`config.mk`:
```
export PLATFORM = sky130hd
export DESIGN_NAME = multicycle_control_fsm
export DESIGN_NICKNAME = d
export VERILOG_FILES = /design/src/rtl/multicycle_control_fsm.sv
export SDC_FILE = /design/constraint.sdc
export NUM_CORES = 1
export LEC_CHECK = 0
export BUFFER_PORTS_ARGS = -buffer_cell sky130_fd_sc_hd__buf_4
export CORE_UTILIZATION = 47
export CTS_BUF_LIST = sky130_fd_sc_hd__clkbuf_4
export DETAILED_ROUTE_END_ITERATION = 7
export GPL_TIMING_DRIVEN = 0
export HOLD_SLACK_MARGIN = 0.03
export PLACE_DENSITY = 0.81
export SLEW_MARGIN = 20
export SYNTH_ARGS = -nofsm -noshare
export SYNTH_HDL_FRONTEND = slang
export SYNTH_SLANG_ARGS = --single-unit
```
`constraint.sdc`:
```
create_clock -name clk -period 1.53 [get_ports clk]
set_input_delay 0.306 -clock clk [delete_from_list [all_inputs] [get_ports clk]]
set_output_delay 0.306 -clock clk [all_outputs]
set_load 0.05 [all_outputs]
```
`src/rtl/multicycle_control_fsm.sv`:
```
// rtl/multicycle_control_fsm.sv - Moore control FSM for a multicycle RISC-V datapath
module multicycle_control_fsm (
  input  logic       clk,
  input  logic       reset,
  input  logic [6:0] op,
  input  logic       zero,
  input  logic       mem_ready,
  output logic       pc_write,
  output logic       adr_src,
  output logic       mem_write,
  output logic       ir_write,
  output logic       reg_write,
  output logic [1:0] result_src,
  output logic [1:0] alu_src_a,
  output logic [1:0] alu_src_b,
  output logic [1:0] alu_op,
  output logic       illegal_op,
  output logic [3:0] state
);

  typedef enum logic [3:0] {
    S_FETCH    = 4'd0,
    S_DECODE   = 4'd1,
    S_MEMADR   = 4'd2,
    S_MEMREAD  = 4'd3,
    S_MEMWB    = 4'd4,
    S_MEMWRITE = 4'd5,
    S_EXECR    = 4'd6,
    S_ALUWB    = 4'd7,
    S_EXECI    = 4'd8,
    S_JAL      = 4'd9,
    S_BEQ      = 4'd10,
    S_UPPER    = 4'd11
  } state_t;

  state_t cur, nxt;

  always_ff @(posedge clk or posedge reset) begin
    if (reset) cur <= S_FETCH;
    else       cur <= nxt;
  end

  assign state = cur;

  always_comb begin
    nxt        = S_FETCH;
    pc_write   = 1'b0;
    adr_src    = 1'b0;
    mem_write  = 1'b0;
    ir_write   = 1'b0;
    reg_write  = 1'b0;
    result_src = 2'b00;
    alu_src_a  = 2'b00;
    alu_src_b  = 2'b00;
    alu_op     = 2'b00;
    illegal_op = 1'b0;
    case (cur)
      S_FETCH: begin
        // PC+4 is written back in the same cycle the instruction is latched
        alu_src_b  = 2'b10;
        result_src = 2'b10;
        ir_write   = mem_ready;
        pc_write   = mem_ready;
        nxt        = mem_ready ? S_DECODE : S_FETCH;
      end
      S_DECODE: begin
        alu_src_a = 2'b01;
        alu_src_b = 2'b01;
        case (op)
          7'b0000011, 7'b0100011: nxt = S_MEMADR;
          7'b0110011:             nxt = S_EXECR;
          7'b0010011:             nxt = S_EXECI;
          7'b1101111:             nxt = S_JAL;
          7'b1100011:             nxt = S_BEQ;
          7'b0110111, 7'b0010111: nxt = S_UPPER;
          default: begin
            nxt        = S_FETCH;
            illegal_op = 1'b1;
          end
        endcase
      end
      S_MEMADR: begin
        alu_src_a = 2'b10;
        alu_src_b = 2'b01;
        nxt       = op[5] ? S_MEMWRITE : S_MEMREAD;
      end
      S_MEMREAD: begin
        adr_src = 1'b1;
        nxt     = mem_ready ? S_MEMWB : S_MEMREAD;
      end
      S_MEMWB: begin
        result_src = 2'b01;
        reg_write  = 1'b1;
        nxt        = S_FETCH;
      end
      S_MEMWRITE: begin
        adr_src   = 1'b1;
        mem_write = 1'b1;
        nxt       = mem_ready ? S_FETCH : S_MEMWRITE;
      end
      S_EXECR: begin
        alu_src_a = 2'b10;
        alu_op    = 2'b10;
        nxt       = S_ALUWB;
      end
      S_EXECI: begin
        alu_src_a = 2'b10;
        alu_src_b = 2'b01;
        alu_op    = 2'b10;
        nxt       = S_ALUWB;
      end
      S_ALUWB: begin
        reg_write = 1'b1;
        nxt       = S_FETCH;
      end
      S_JAL: begin
        alu_src_a = 2'b01;
        alu_src_b = 2'b10;
        pc_write  = 1'b1;
        nxt       = S_ALUWB;
      end
      S_BEQ: begin
        alu_src_a = 2'b10;
        alu_op    = 2'b01;
        pc_write  = zero;
        nxt       = S_FETCH;
      end
      S_UPPER: begin
        alu_src_a = 2'b01;
        alu_src_b = 2'b01;
        alu_op    = 2'b11;
        nxt       = S_ALUWB;
      end
      default: nxt = S_FETCH;
    endcase
  end

endmodule

```
==> results.yml, run 1 <==
outcome:
  run_status: "stopped before the end"
  haltStage: "clock tree synthesis (4_1_cts)"
  tool.error: "[ERROR DPL-0038] Utilization greater than 100%, impossible to legalize"
die:
  core.rowCount: 12
  die_h_um: 38.2
  start_util: 0.532
  die_x_um: 38.2
  num_io_pins: 29
clocking:
  cts_hold_buf: 1
  cts_setup_buffers: 19
  cts_max_path_buffers: 2
  cts_max_level: 1
  cts_made_buffers: 3
  cts-root-buf: "clkbuf_4"
  clock_sinks: 4
  cts_resized: 28
synthesis:
  yosys_warnings: 0
  synth_cells: 82
  synth_edf_count: 0
  synth.distinct_cells: 34
  syn-num-nets: 93
  netlist_area_um2: 616
  ys_seq_area_frac: 0.163
  synth_seq_cells: 4
  synthArstFlopShare: 1.00
  synth_area_per_cell_um2: 7.51
  synth_flop_cell: "dfrtp_1"
placed_design:
  gp_congestion: 0.846
  hpwl_um: 1480
  placed_cells_incl_taps: 124
  io_buffers: 28
==> cell families after synthesis <==
kind of cell           synth area share
AO/OA/AOI/OAI                     0.242
XOR/XNOR                         0.0285
buffers and inverters             0.150
flip-flops                        0.163
AND/OR/NAND/NOR                   0.417
==> synth_stat cells (2+ instances only) <==
master,count,share of area
a211oi_1,3,0.037
or3b_1,3,0.043
dfrtp_1,4,0.16
o22ai_1,2,0.020
nor3_1,5,0.041
and2_1,2,0.020
o31ai_1,2,0.024
clkbuf_8,4,0.089
nand3b_1,2,0.024
inv_1,4,0.024
and3_1,2,0.020
nor2_1,10,0.061
nor2b_1,3,0.030
nand2b_1,2,0.020
a21oi_1,7,0.057
buf_6,2,0.037
nand2_1,5,0.030
o21ai_0,4,0.033
==> stage by stage <==
step | TNS, ps | hold slack [ps] | util | area (µm²) | worst slack, ps
after detailed placement | -493 | 196 | 0.874 | 1010 | -184
after global placement | -359 | 191 | 0.874 | 1010 | -163
after floorplan | -2780 | 72.1 | - | 783 | -572
==> inputs of run 2 (changes only) <==
- CORE_AREA: not set -> 2 2 63 65
- CORE_UTILIZATION: 47 -> not set
- CTS_BUF_LIST: sky130_fd_sc_hd__clkbuf_4 -> not set
- DIE_AREA: not set -> 0 0 65 67
- HOLD_SLACK_MARGIN: 0.03 -> not set
- PLACE_DENSITY: 0.81 -> not set
- PLACE_DENSITY_LB_ADDON: not set -> 0.15
==> run 2 against run 1 <==
Compared with the run above: the flow now finishes, with violations (setup timing); synthesized cell count is the same; area after synthesis unchanged.
==> results.yml, run 2 <==
die:
  die_x_um: 65
  num_io_pins: 29
  die_h_um: 67
  start_util: 0.171
  die_area_um2: 4360
  coreArea_um2: 3610
  core.rowCount: 22
synthesis:
  synth_cells: 82
  yosys_warnings: 0
  synth_edf_count: 0
  synth_area_per_cell_um2: 7.51
  synth.distinct_cells: 34
  synth.top_cell.area_share: 0.163
  synth_seq_cells: 4
  syn-num-nets: 93
  yosys.area.top_type: "dfrtp_1"
  synth.area.top_cells: "dfrtp_1, clkbuf_8, nor2_1"
  synth_flop_cell: "dfrtp_1"
  netlist_area_um2: 616
  synthArstFlopShare: 1.00
  synth_commonest_cells: "nor2_1, a21oi_1, nand2_1, nor3_1"
  synth.most_common_cell: "nor2_1"
  ys_seq_area_frac: 0.163
clocking:
  insertion_delay_ps: 210
  cts_max_level: 1
  cts_made_buffers: 3
  cts-root-buf: "clkbuf_8"
  clock_sinks: 4
  clk_pin_slew_worst_paths_ps: 30
  cts_tree: "done"
  cts_max_path_buffers: 2
grt:
  grt_pass1_wl_um: 3510
  grt_pass1_vias: 802
  grt_overflow: 0
  grt_usage: 0.104
  antenna_found_initial: 0
  grt_max_degree: 9
timing:
  relSlewSlack: 0.780
  finalSetupViolCount: 13
  hold_viol: 0
  post-route-min-period_ps: 1730
  rsz0062_at_grt: "true"
  worstMarginPinSlew_ps: 329
  clock_skew_ps: 1.90
  finalWorstSetupSlack_ps: -200
  setup_tns_ps: -1910
  clock.fmax_ghz: 0.578
  slew_violations: 0
  hold_ws_ps: 526
  period_share: 1.13
critical_path:
  worstPathArrival_ps: 1420
  path_max_fanout: 8
  required_ps: 1220
  r2r_cells: 6
  crit_chain: "buf_8 > buf_4 > a211oi_4 > buf_6"
  rrSetupSlack_ps: 60
  cp_slowest_cell: "dfrtp_2"
  path_class: "flip-flop to primary output"
  reg2reg_from: "state[3]"
  max_stage_delay_ps: 490
  rr_endpoint: "state[1]"
  end_kind: "primary output"
  start_kind: "flip-flop"
final_layout:
  final_util: 0.415
  largest_register_ffs: 4
  final_common_cell: "buf_4"
  layout_common_cells: "buf_4, buf_6, a21oi_1"
  drive_gt1_frac: 0.734
  insertedDiodeCount: 0
  fin_cells: 187
  area_growth_pct: 143
  nets: 152
  final_area_um2: 1500
detailed_routing:
  vias_per_cell: 4.31
  postRouteAntennaNets: 0
  drt_pre_antenna_iters: 4
  vias: 806
  wl_per_cell_um: 11.9
  first_iter_violations: 19
  drc: 0
  routed_wl_um: 2220
placed_design:
  io_buffers: 28
  placed_cells_incl_taps: 158
  hpwl_um: 1450
  post-place-ws_ps: -189
  gp_congestion: 0.722
  dpl-instance-area_um2: 1050
power_and_ir_drop:
  power.total_mw: 2.46
  powerDensity_nw_per_um2: 1650
  leakage_nw: 0.627
  irDropWorstVdd_mv: 0.606
outcome:
  run_status: "finished with violations"
  violations: "setup timing"
min_path:
  hp-class: "input port to async pin"
flow_run:
  drv_cap: 0
## run 2: cell counts after synthesis
No cell type changed its count.
## run 2: layout make-up
class	count	area, µm²
Sequential cell	4	105
Clock buffer	3	41.3
Inverter	4	15.0
Buffer	4	90.1
Multi-Input combinational cell	68	663
Tap cell	48	60.1
Fill cell	362	2110
Timing Repair Buffer	56	520
## run 2: repair_timing
item	4_1_cts	5_1_grt
setup endpoints to repair	14	17
pin swaps	12	10
hold buffers	1	0
buffers inserted	25	2
hold endpoints to repair	4	0
resized for setup	28	12
## run 2: logic make-up (layout without fill, tap and decap cells)
family	after synthesis	count (layout)	synth area share
AO/OA/AOI/OAI	23	23	0.242
AND/OR/NAND/NOR	43	43	0.417
buffers and inverters	10	67	0.150
XOR/XNOR	2	2	0.0285
flip-flops	4	4	0.163
## run 2: layer usage
metal	vias to the layer above	routed length, µm	track usage
met4	0	14	0.0479
met1	376	887	0.120
met2	21	1240	0.193
li1	407	-	-
met3	2	80	0.00676
met5	-	0	0
## run 2: worst max-delay path: cells and delay by family (launching register included)
kind                   cells  cell delay, ps
buffers and inverters      3             500
flip-flops                 1             490
AO/OA/AOI/OAI              1             220
## run 2: worst max path at each step
stage / to / start / depth (start not counted)
after global placement: pc_write / state[3] / 5
final: pc_write / state[0] / 4
after floorplan: ir_write / state[2] / 3
after global routing: pc_write / state[3] / 5
after detailed placement: pc_write / state[3] / 5
after CTS: reg_write / state[0] / 4
## run 2: report_power, final
part / leakage (nW) / switching [mW] / internal [mW]
sequential: 0.0478 / 0.0741 / 0.135
combinational: 0.558 / 1.11 / 0.929
clock: 0.0216 / 0.0479 / 0.167
total: 0.627 / 1.23 / 1.23
Note: power is estimated with default switching activity, not from simulation.
